### src/rtl/fp16_green_pkg.sv
// fp16_green_pkg: shared defaults and tag type for the fp32 multiplier arbiter
// Holds the NUM_REQ / MUL_LATENCY defaults and the {valid, index} tag that
// travels alongside each multiplier operation. The index is sized for the
// largest legal requester count so one struct serves every instance.
package fp16_green_pkg;

    localparam int NUM_REQ_DEF     = 4;
    localparam int MUL_LATENCY_DEF = 2;
    localparam int MAX_NUM_REQ     = 8;
    localparam int TAG_IDX_W       = $clog2(MAX_NUM_REQ);

    typedef logic [TAG_IDX_W-1:0] tag_idx_t;

    typedef struct packed {
        logic     valid;
        tag_idx_t index;
    } tag_t;

endpackage

### src/rtl/rr_arbiter.sv
// rr_arbiter: combinational round-robin selector with registered last-grant pointer
// Ports:
//   clk, rst    clock, asynchronous active-high reset
//   req         per-requester request vector
//   enable      gates every request; low means no grant
//   advance     a transfer happened; move the pointer to the granted index
//   grant       one-hot-or-zero grant
//   grant_idx   binary index of the granted requester (0 when no grant)
module rr_arbiter #(
    parameter int N = 4,
    localparam int IW = $clog2(N)
) (
    input  logic          clk,
    input  logic          rst,
    input  logic [N-1:0]  req,
    input  logic          enable,
    input  logic          advance,
    output logic [N-1:0]  grant,
    output logic [IW-1:0] grant_idx
);

    logic [IW-1:0] last_grant;
    logic [IW-1:0] j;
    logic          found;

    // Walk N candidates starting at last_grant+1 with explicit wrap, so
    // non-power-of-two N never visits an out-of-range index.
    always_comb begin
        grant     = '0;
        grant_idx = '0;
        found     = 1'b0;
        j         = last_grant;
        for (int k = 0; k < N; k++) begin
            j = (j == IW'(N - 1)) ? '0 : j + 1'b1;
            if (!found && enable && req[j]) begin
                found     = 1'b1;
                grant     = N'(1) << j;
                grant_idx = j;
            end
        end
    end

    // Reset to N-1 so requester 0 is the first winner.
    always_ff @(posedge clk or posedge rst) begin
        if (rst)
            last_grant <= IW'(N - 1);
        else if (advance)
            last_grant <= grant_idx;
    end

endmodule

### src/rtl/fp32_mul_arbiter.sv
// fp32_mul_arbiter: shares one pipelined fp32 multiplier among NUM_REQ requesters
// Ports:
//   clk, rst                  clock, asynchronous active-high reset
//   enable                    low blocks new grants; in-flight work drains
//   req_valid/req_a/req_b     per-requester request and operands
//   req_ready                 one-hot-or-zero grant
//   mul_valid_in/mul_a/mul_b  issue port to the external multiplier
//   mul_valid_out/mul_result/mul_overflow/mul_underflow  multiplier return
//   rsp_valid                 one-hot response strobe, no backpressure
//   rsp_result/rsp_overflow/rsp_underflow  shared response payload
//   busy                      any operation issued but not yet responded
//   tag_err                   sticky: return and tag pipeline disagreed
module fp32_mul_arbiter
    import fp16_green_pkg::*;
#(
    parameter int NUM_REQ     = NUM_REQ_DEF,
    parameter int MUL_LATENCY = MUL_LATENCY_DEF,
    localparam int IW = $clog2(NUM_REQ)
) (
    input  logic                    clk,
    input  logic                    rst,
    input  logic                    enable,
    input  logic [NUM_REQ-1:0]      req_valid,
    input  logic [NUM_REQ-1:0][31:0] req_a,
    input  logic [NUM_REQ-1:0][31:0] req_b,
    output logic [NUM_REQ-1:0]      req_ready,
    output logic                    mul_valid_in,
    output logic [31:0]             mul_a,
    output logic [31:0]             mul_b,
    input  logic                    mul_valid_out,
    input  logic [31:0]             mul_result,
    input  logic                    mul_overflow,
    input  logic                    mul_underflow,
    output logic [NUM_REQ-1:0]      rsp_valid,
    output logic [31:0]             rsp_result,
    output logic                    rsp_overflow,
    output logic                    rsp_underflow,
    output logic                    busy,
    output logic                    tag_err
);

    logic [NUM_REQ-1:0] grant;
    logic [IW-1:0]      grant_idx;
    logic               transfer;
    tag_t               issue_tag;
    tag_t               tag_pipe [MUL_LATENCY];
    tag_t               tail;
    logic               hit;
    logic               tag_busy;

    // Reset also masks requests so req_ready reads zero while rst is high.
    rr_arbiter #(.N(NUM_REQ)) u_rr (
        .clk       (clk),
        .rst       (rst),
        .req       (req_valid),
        .enable    (enable & ~rst),
        .advance   (transfer),
        .grant     (grant),
        .grant_idx (grant_idx)
    );

    assign req_ready    = grant;
    assign transfer     = |(req_valid & grant);
    assign mul_valid_in = issue_tag.valid;

    // Issue stage: operands hold their last value between transfers.
    always_ff @(posedge clk or posedge rst) begin
        if (rst) begin
            issue_tag <= '0;
            mul_a     <= '0;
            mul_b     <= '0;
        end else begin
            issue_tag <= {transfer, tag_idx_t'(grant_idx)};
            if (transfer) begin
                mul_a <= req_a[grant_idx];
                mul_b <= req_b[grant_idx];
            end
        end
    end

    // Tag pipeline mirrors the multiplier latency; its tail lines up with mul_valid_out.
    always_ff @(posedge clk or posedge rst) begin
        if (rst) begin
            for (int k = 0; k < MUL_LATENCY; k++)
                tag_pipe[k] <= '0;
        end else begin
            tag_pipe[0] <= issue_tag;
            for (int k = 1; k < MUL_LATENCY; k++)
                tag_pipe[k] <= tag_pipe[k-1];
        end
    end

    assign tail = tag_pipe[MUL_LATENCY-1];
    assign hit  = mul_valid_out & tail.valid;

    // Any disagreement between return strobe and tail tag is an error;
    // the unmatched side is simply dropped.
    always_ff @(posedge clk or posedge rst) begin
        if (rst) begin
            rsp_valid     <= '0;
            rsp_result    <= '0;
            rsp_overflow  <= 1'b0;
            rsp_underflow <= 1'b0;
            tag_err       <= 1'b0;
        end else begin
            rsp_valid <= hit ? NUM_REQ'(1) << tail.index : '0;
            if (hit) begin
                rsp_result    <= mul_result;
                rsp_overflow  <= mul_overflow;
                rsp_underflow <= mul_underflow;
            end
            tag_err <= tag_err | (mul_valid_out ^ tail.valid);
        end
    end

    always_comb begin
        tag_busy = 1'b0;
        for (int k = 0; k < MUL_LATENCY; k++)
            tag_busy = tag_busy | tag_pipe[k].valid;
    end

    assign busy = issue_tag.valid | tag_busy | (|rsp_valid);

endmodule
### config.mk
export PLATFORM = sky130hd
export DESIGN_NAME = fp32_mul_arbiter
export DESIGN_NICKNAME = d
export VERILOG_FILES = /design/src/rtl/fp16_green_pkg.sv /design/src/rtl/rr_arbiter.sv /design/src/rtl/fp32_mul_arbiter.sv
export SDC_FILE = /design/constraint.sdc
export NUM_CORES = 1
export LEC_CHECK = 0
export CAP_MARGIN = 20
export CORE_AREA = 2 2 158 160
export CTS_CLUSTER_DIAMETER = 100
export CTS_CLUSTER_SIZE = 24
export DETAILED_ROUTE_END_ITERATION = 16
export DIE_AREA = 0 0 160 162
export PLACE_DENSITY = 0.64
export SLEW_MARGIN = 20
export SYNTH_ARGS = -nofsm -noshare
export SYNTH_HDL_FRONTEND = slang
export SYNTH_SLANG_ARGS = --single-unit
### constraint.sdc
create_clock -name clk -period 4.6 [get_ports clk]
set_clock_uncertainty 0.1 [all_clocks]
set_input_delay 0.92 -clock clk [delete_from_list [all_inputs] [get_ports clk]]
set_output_delay 0.92 -clock clk [all_outputs]
set_load 0.005 [all_outputs]
== After elaboration in Yosys (flattened, before gate mapping) ==
Index checks and enable logic that the tools add are counted.

* Bitwise logic cells: 9
* Shifts and indexed selects: 5
* Add/subtract/negate cells: 4
* Magnitude comparators: 5
* Mux-type cells: 28
* Reduce and logical (&&, ||, !) cells: 12
* Eq/ne operators: 4

{| class="wikitable"
|+ Operators with widths
! cell !! number
|-
| $bmux 32 s2 || 2
|-
| $mux 32 || 2
|-
| $mux 4 || 5
|-
| $shl 1x2->4 const A || 5
|-
| $mux 2 || 8
|-
| $lt 2x3->1 const B || 5
|-
| $add 2x1->2 const B || 4
|-
| $bmux 1 s2 || 4
|-
| $eq 2x2->1 const B || 4
|-
| $reduce_or 4->1 || 2
|-
| $logic_and 1x1->1 || 7
|-
| $mux 1 || 7
|-
| $and 4x4->4 || 1
|-
| $or 1x1->1 || 4
|-
| $logic_not 1->1 || 3
|-
| $and 1x1->1 || 2
|-
| $not 1->1 || 1
|-
| $xor 1x1->1 || 1
|}

* Logic and storage cells: 81
* Output and inout port bits: 109
* Bits in registers: 114

== Depth between registers and ports, before layout ==
Gate-level depths: netlist (run 1).

* Depth after elaboration: 20
* Mapped depth: 13
* Depth with buffers taken out: 9

== Hierarchy ==
Synthesis (run 1) repeated with hierarchy kept, for this count alone.

* Cells, all modules: 385
* Area, all modules: 6521.3 um^2

{| class="wikitable"
|+ Modules (own cells, without submodules)
! module !! cells an instance !! area an instance (um^2) !! times used
|-
| fp32_mul_arbiter || 314 || 5898.2 || 1
|-
| rr_arbiter || 71 || 623.1 || 1
|}

== Least setup slack after synthesis (run 1) ==
OpenSTA, ideal clock, no wires.

* Kind: register -> output
* Start: register u_rr.last_grant[0]
* End: output req_ready[0]
* Path buffers: 2
* Cell stages (with the launch flop): 10
* Arrival time: 2.709 ns
* Setup slack: 0.871 ns
* Data required time: 3.580 ns
* Cells stage by stage: dfstp_2 clkbuf_1 inv_1 ha_1 buf_6 mux2_1 mux2_2 and2_1 a222oi_1 nand2_1

* Word-level cells in the longest chain between the ends: 18
* Elaborated cells on any way between the ends: 41

{| class="wikitable"
|+ Ends and longest elaborated chain
! element !! RTL line !! RTL
|-
| from (decl) || rr_arbiter.sv:22 || <nowiki>logic [IW-1:0] last_grant;</nowiki>
|-
| from (signal assigned) || rr_arbiter.sv:46 || <nowiki>last_grant <= IW'(N - 1);</nowiki>
|-
| from (signal assigned) || rr_arbiter.sv:48 || <nowiki>last_grant <= grant_idx;</nowiki>
|-
| $add 2x1->2 / $eq 2x2->1 (equally long branches) || rr_arbiter.sv:34 || <nowiki>j = (j == IW'(N - 1)) ? '0 : j + 1'b1;</nowiki>
|-
| $mux 2 * || rr_arbiter.sv:34 ||
|-
| parallel branches: the longest is 15 deep, another holds $add 2x1->2 || -- ||
|-
| $mux 4 * || rr_arbiter.sv:35 || <nowiki>if (!found && enable && req[j]) begin</nowiki>
|-
| to (decl) || fp32_mul_arbiter.sv:26 || <nowiki>output logic [NUM_REQ-1:0] req_ready,</nowiki>
|}

Mark *: on every way between the ends. The select of a mux whose other input is x is not followed.

== Worst setup path in the final report (run 1) ==
* Start: input req_valid[0]
* End: output req_ready[2]

* Word-level cells in the longest chain between the ends: 16
* Elaborated cells on any way between the ends: 25

{| class="wikitable"
|+ Ends and longest elaborated chain
! element !! RTL line !! RTL
|-
| from (decl) || fp32_mul_arbiter.sv:23 || <nowiki>input logic [NUM_REQ-1:0] req_valid,</nowiki>
|-
| $bmux 1 s2 || rr_arbiter.sv:35 ||
|-
| $mux 1 (not written as such) || rr_arbiter.sv:35 ||
|-
| $logic_and 1x1->1 || rr_arbiter.sv:35 ||
|-
| $mux 1 || rr_arbiter.sv:35 ||
|-
| $logic_not 1->1 || rr_arbiter.sv:35 ||
|-
| $logic_and 1x1->1 (2 in a row) || rr_arbiter.sv:35 ||
|-
| $mux 1 || rr_arbiter.sv:35 ||
|-
| $logic_not 1->1 || rr_arbiter.sv:35 ||
|-
| $logic_and 1x1->1 (2 in a row) || rr_arbiter.sv:35 ||
|-
| $mux 1 || rr_arbiter.sv:35 ||
|-
| $logic_not 1->1 || rr_arbiter.sv:35 ||
|-
| $logic_and 1x1->1 (2 in a row) || rr_arbiter.sv:35 ||
|-
| $mux 4 * || rr_arbiter.sv:35 ||
|}

Mark *: on every way between the ends. The rest lies on a longest branch, timed or not. The select of a mux whose other input is x is not followed.

==> results of run 1 <==
-- final cells by class --
class,instances,area [um^2],share of cell area (%)
clock inverter,15,165,1.38
tap,324,405,3.38
timing repair buffer,424,4260,35.5
inverter,4,17.5,0.146
sequential,114,2860,23.8
multi-input combinational,376,3880,32.3
clock buffer,17,425,3.54
-- synth_stat cells, types with 5 or more instances --
cell and instances:
mux2i_1 192, buf_2 25, ha_1 9, dfrtp_1 112, nor2b_1 8, mux2_2 36, a21oi_1 5, nand2_1 10
mux2_4 29, buf_6 5, mux2_1 38
-- power groups by stage --
stage	clock (uW)	combinational, uW	sequential, uW
6_report	1320	4150	1760
5_1_grt	1400	4450	1830
4_1_cts	1360	4200	1770
3_5_place_dp	0	4170	1780
3_3_place_gp	0	4140	1770
2_1_floorplan	0	2330	1790
-- routing by layer --
metal / track usage [%] / routed length [um] / vias up
met5: 0 / 0 / -
met4: 4.79 / 268 / 0
met3: 4.98 / 1590 / 15
met2: 31.0 / 11600 / 274
met1: 20.1 / 9360 / 2833
li1: - / - / 2788
-- state kept, by name (all words and copies together) (netlist names) --
name             cells
mul_b               32
tag_pipe             6
mul_a               32
rsp_underflow        1
tag_err              1
rsp_overflow         1
mul_valid_in         1
issue_tag            2
u_rr.last_grant      2
rsp_result          32
rsp_valid            4
-- worst max-delay path: cells and delay by family --
kind,cells,cell delay [ps]
mux,1,510
compound gates,1,410
buf+inv,2,1120
simple gates,3,440
-- metrics by stage --
step	setup slack (ps)	hold WS [ps]
after floorplan	568	231
after global placement	213	235
after detailed placement	195	240
after CTS	19.9	253
after global routing	39.6	265
final	177	249
-- what timing repair did --
action                                  in CTS  in global routing
hold buffers                                 0                  0
hold endpoints to repair                     0                  0
setup buffers                                0                  2
endpoints found under the setup margin       3                  3
pin swaps                                    0                  0
resized for setup                            2                  0
-- cell families (layout without fill, tap and decap cells) --
family          after synthesis  after routing  share of synthesized area, %
mux                         299            299                          47.4
buf+inv                      41            460                          3.22
fa+ha+maj                     9              9                          1.63
compound gates               28             28                          2.95
simple gates                 40             40                          3.47
flops                       114            114                          41.3
-- how the worst max path moves through the flow --
| stage | slack, ps | end | cells after the start | startpoint |
|---|---|---|---|---|
| after CTS | 20 | req_ready[0] | 8 | u_rr.last_grant[0]$_DFFE_PP1P_ |
| after detailed placement | 200 | req_ready[2] | 7 | req_valid[0] |
| after global placement | 210 | req_ready[2] | 7 | req_valid[2] |
| after floorplan | 570 | issue_tag[0]$_DFF_PP0_ | 1 | rst |
| final | 180 | req_ready[2] | 7 | req_valid[0] |
| after global routing | 40 | req_ready[2] | 7 | req_valid[2] |
==> flow_summary.ini, run 1 <==
[setup_path]
r2r_start = u_rr.last_grant[1]$_DFFE_PP1P_
crit_chain = clkdlybuf4s50_1 -> nor2b_1 -> mux4_2 -> and2_4 -> a222oi_1 -> nand2_1 -> clkdlybuf4s50_1
path_max_fanout = 10
reg2regPathDepth = 11
cpPeakStageDelay_ps = 660
crit_slowest_cell = clkdlybuf4s50_1
r2r_end = mul_b[3]$_DFFE_PP0P_
cp_common_cell = clkdlybuf4s50_1
end_kind = output pin
critPathKind = in2out
rrSetupSlack_ps = 810
cp.arrival_ps = 3400
start_kind = input port
critical_path_required_ps = 3580

[power]
intPower_uw = 4780
fin_total_pwr_uw = 7220
switchingPower_uw = 2440
p_clk_share_pct = 18.3
p_leak_uw = 0.00482
swShare_pct = 33.8
seq_power_share_pct = 24.3
powerDensity_nw_per_um2 = 602
vdd_drop_max_mv = 0.440
combinationalPowerShare_pct = 57.4

[synth]
syn_nets = 838
synth_edf_count = 0
ys_async_sr_fraction_pct = 100
synthTopCellsByArea = dfrtp_1 41%, mux2i_1 28%, mux2_4 6.3%, mux2_1 6.2%, mux2_2 5.9%
yosysTopAreaCell = dfrtp_1
ys_warn_count = 0
syn_avg_cell_area_um2 = 13.0
synth_cell_type_count = 43
yosysSeqAreaShare_pct = 41.3
synthCells = 531
ys_ff_latch = 114
synthFlopType = dfrtp_1
synth_top_area_share_pct = 40.5
synth_area_um2 = 6920

[global_routing]
globalRouteOverflowTotal = 0
grtUsageTotal_pct = 17.2
antenna_found_initial = 0
grt_max_degree = 67
first_global_vias = 6064
grt_pass1_wl_mm = 34.5

[die]
start_util_pct = 28.7
dieWidth_um = 160
ios = 407
dieArea_um2 = 25900
die_h_um = 162
row_count = 57
core-area_um2 = 24100

[sta]
fmax_mhz = 226
slew_headroom_pct = 38.6
grt_setup_unrepaired = no
layout_min_cycle_time_ps = 4420
finalSetupViolCount = 0
post-route-period-util_pct = 96.2
hold_viol = 0
finalMaxSlewViolations = 0
finalSetupTns_ps = 0
tightest_slew_ps = 920

[cells_and_area]
final_cell_count_no_fill = 1274
final_cell_mix = 406 x clkdlybuf4s50_1, 192 x mux2i_1, 112 x dfrtp_1
layout-drive-gt1-share_pct = 13.7
fillerInstances = 2270
finish.utilization_pct = 49.8
finalInstanceArea_um2 = 12000
syn2layout_area_growth_pct = 73.6
nNetsFinal = 1244
layout_commonest_cell = clkdlybuf4s50_1
diodes = 0

[hold_path]
hold_depth = 0
min_from = tag_pipe[5]$_DFF_PP0_
hold_end = tag_pipe[1]$_DFF_PP0_
hp-class = reg2reg

[place]
place.gp.congestion = 0.885
postPlaceCellArea_um2 = 11400
dp_cells = 1240
dp_hpwl_mm = 17.6
port_buffers = 406

[routing]
num_vias = 5910
firstDrtPassIters = 4
ant_nets = 0
drt_iter0_markers = 288
drc = 0
vias_per_cell = 4.64
wirelength_mm = 22.9
wl_per_cell_um = 17.9

[clock_network]
clock_latency_ps = 410
h-tree-depth = 4
numCtsBuffers = 17
cts_tree = built
root_buffer = clkbuf_16
clockBufferDepth = 2
clock_sinks = 114
path_clk_slew_ps = 60

[job]
drv_cap = 0

[status]
run_status = finished clean
Note: power is estimated with default switching activity, not from simulation.
==> inputs of run 2 (changes only) <==
Settings changed: CTS_BUF_LIST set to sky130_fd_sc_hd__clkbuf_4 sky130_fd_sc_hd__clkbuf_8.
==> run 2 against run 1 <==
Compared with the run above:
- final cell count about the same
- register-to-register slack worse by 30 ps
- final area down 1.7%
- non-clock buffer count down 1
- utilization down 0.83 points
- combinational power about the same
- critical path depth unchanged
- total power down 5.2%
- flip-flop and latch count unchanged
- hold slack better by 4.4 ps
==> flow_summary.ini, run 2 (synthesis gave the netlist of run 1 again) <==
[clock_network]
cts_tree = built
numCtsBuffers = 17
h-tree-depth = 4
clock_latency_ps = 440
path_clk_slew_ps = 70
clockBufferDepth = 2
root_buffer = clkbuf_8
clock_sinks = 114

[power]
seq_power_share_pct = 25.5
swShare_pct = 35.0
switchingPower_uw = 2390
vdd_drop_max_mv = 0.434
powerDensity_nw_per_um2 = 580
intPower_uw = 4450
p_leak_uw = 0.00473
combinationalPowerShare_pct = 60.4
p_clk_share_pct = 14.0

[routing]
drt_iter0_markers = 293
vias_per_cell = 4.65
firstDrtPassIters = 4
ant_nets = 0
wl_per_cell_um = 17.9
drc = 0
num_vias = 5923
wirelength_mm = 22.8

[cells_and_area]
multi_input_area_um2 = 3880
regArea_um2 = 2860
fillerInstances = 2297
final_cell_mix = 406 x clkdlybuf4s50_1, 192 x mux2i_1, 112 x dfrtp_1
layout_commonest_cell = clkdlybuf4s50_1
top_regs = mul_a: 32 flops, mul_b: 32 flops, rsp_result: 32 flops
syn2layout_area_growth_pct = 70.8
diodes = 0
final_cell_count_no_fill = 1273
nNetsFinal = 1243
finish.utilization_pct = 49.0
layout-drive-gt1-share_pct = 13.6

[place]
dp_cells = 1240
place.gp.congestion = 0.885
dp_hpwl_mm = 17.6
port_buffers = 406

[setup_path]
worst-path-buf-inv = 2
critPathKind = in2out
reg2regPathDepth = 11
critical_path_required_ps = 3580
crit_chain = clkdlybuf4s50_1 -> nor2b_1 -> mux4_2 -> and2_4 -> a222oi_1 -> nand2_1 -> clkdlybuf4s50_1
r2r_end = mul_b[3]$_DFFE_PP0P_
crit_slowest_cell = clkdlybuf4s50_1
rrSetupSlack_ps = 780
cp_common_cell = clkdlybuf4s50_1
cp.arrival_ps = 3420
end_kind = output pin
r2r_start = u_rr.last_grant[0]$_DFFE_PP1P_
cpPeakStageDelay_ps = 670
path_max_fanout = 10
start_kind = input port
critPathTopFamily = buffers and inverters

[global_routing]
busiest_layer = met2
first_global_vias = 6074
grt_pass1_wl_mm = 34.4
use_met3_pct = 5.23
met2_usage_pct = 31.0
globalRouteOverflowTotal = 0
met1_usage_pct = 20.0
grt_max_degree = 67
antenna_found_initial = 0
grtUsageTotal_pct = 17.2

[sta]
fin_hold_ws_ps = 253
grt_setup_unrepaired = no
finalSetupViolCount = 0
slew_headroom_pct = 38.3
finalMaxSlewViolations = 0
fmax_mhz = 225
hold_viol = 0
finalSetupTns_ps = 0
post-route-period-util_pct = 96.4
tightest_slew_ps = 925
layout_min_cycle_time_ps = 4440

[die]
ios = 407
dieArea_um2 = 25900
row_count = 57
start_util_pct = 28.7
dieWidth_um = 160
core-area_um2 = 24100
die_h_um = 162

[hold_path]
hp-class = reg2reg
min_from = tag_pipe[5]$_DFF_PP0_
hold_end = tag_pipe[1]$_DFF_PP0_
hold_depth = 0

[job]
drv_cap = 0

[status]
run_status = finished clean
-- run 2: cell count changes in the layout (fill, tap and decap cells not counted), sizes merged --
cell	delta
buf	-1
-- run 2: power by group through the flow --
stage / Combinational, uW / Clock [uW] / Sequential [uW]
6_report: 4140 / 962 / 1750
5_1_grt: 4450 / 1040 / 1830
4_1_cts: 4200 / 996 / 1760
3_5_place_dp: 4170 / 0 / 1780
3_3_place_gp: 4140 / 0 / 1770
2_1_floorplan: 2330 / 0 / 1790
-- run 2: through the flow --
step                      area (um^2)  power (uW)  worst slack [ps]
final                           11800        6850               164
after global routing            11800        7320              39.7
after CTS                       11800        6950              54.3
after detailed placement        11400        5950               195
after global placement          11400        5910               213
after floorplan                  6920        4120               568
-- run 2: final cells by class --
type                            count  share of cell area, %
Clock inverter                     15                   1.40
Multi-Input combinational cell    376                   32.8
Inverter                            4                  0.148
Sequential cell                   114                   24.2
Clock buffer                       17                   1.98
Timing Repair Buffer              423                   36.0
Tap cell                          324                   3.43
-- run 2: layer usage --
metal  up-vias  part of all wire (%)
met2       269                    51
li1       2776                     -
met5         -                     0
met4         0                   1.4
met1      2861                    41
met3        17                   7.0
-- run 2: worst max path at each step --
| stage | to | slack [ps] | start | cells after the start |
|---|---|---|---|---|
| 6_report | req_ready[2] | 160 | req_valid[2] | 7 |
| 2_1_floorplan | issue_tag[0]$_DFF_PP0_ | 570 | rst | 1 |
| 4_1_cts | req_ready[0] | 50 | u_rr.last_grant[1]$_DFFE_PP1P_ | 8 |
| 3_3_place_gp | req_ready[2] | 210 | req_valid[2] | 7 |
| 5_1_grt | req_ready[2] | 40 | req_valid[2] | 7 |
| 3_5_place_dp | req_ready[2] | 200 | req_valid[0] | 7 |
-- run 2: timing repair --
| item | in CTS | in global routing |
|---|---|---|
| resized for setup | 1 | 1 |
| setup endpoints to repair | 3 | 3 |
| pin swaps | 0 | 0 |
| setup buffers | 1 | 0 |
| hold buffers | 0 | 0 |
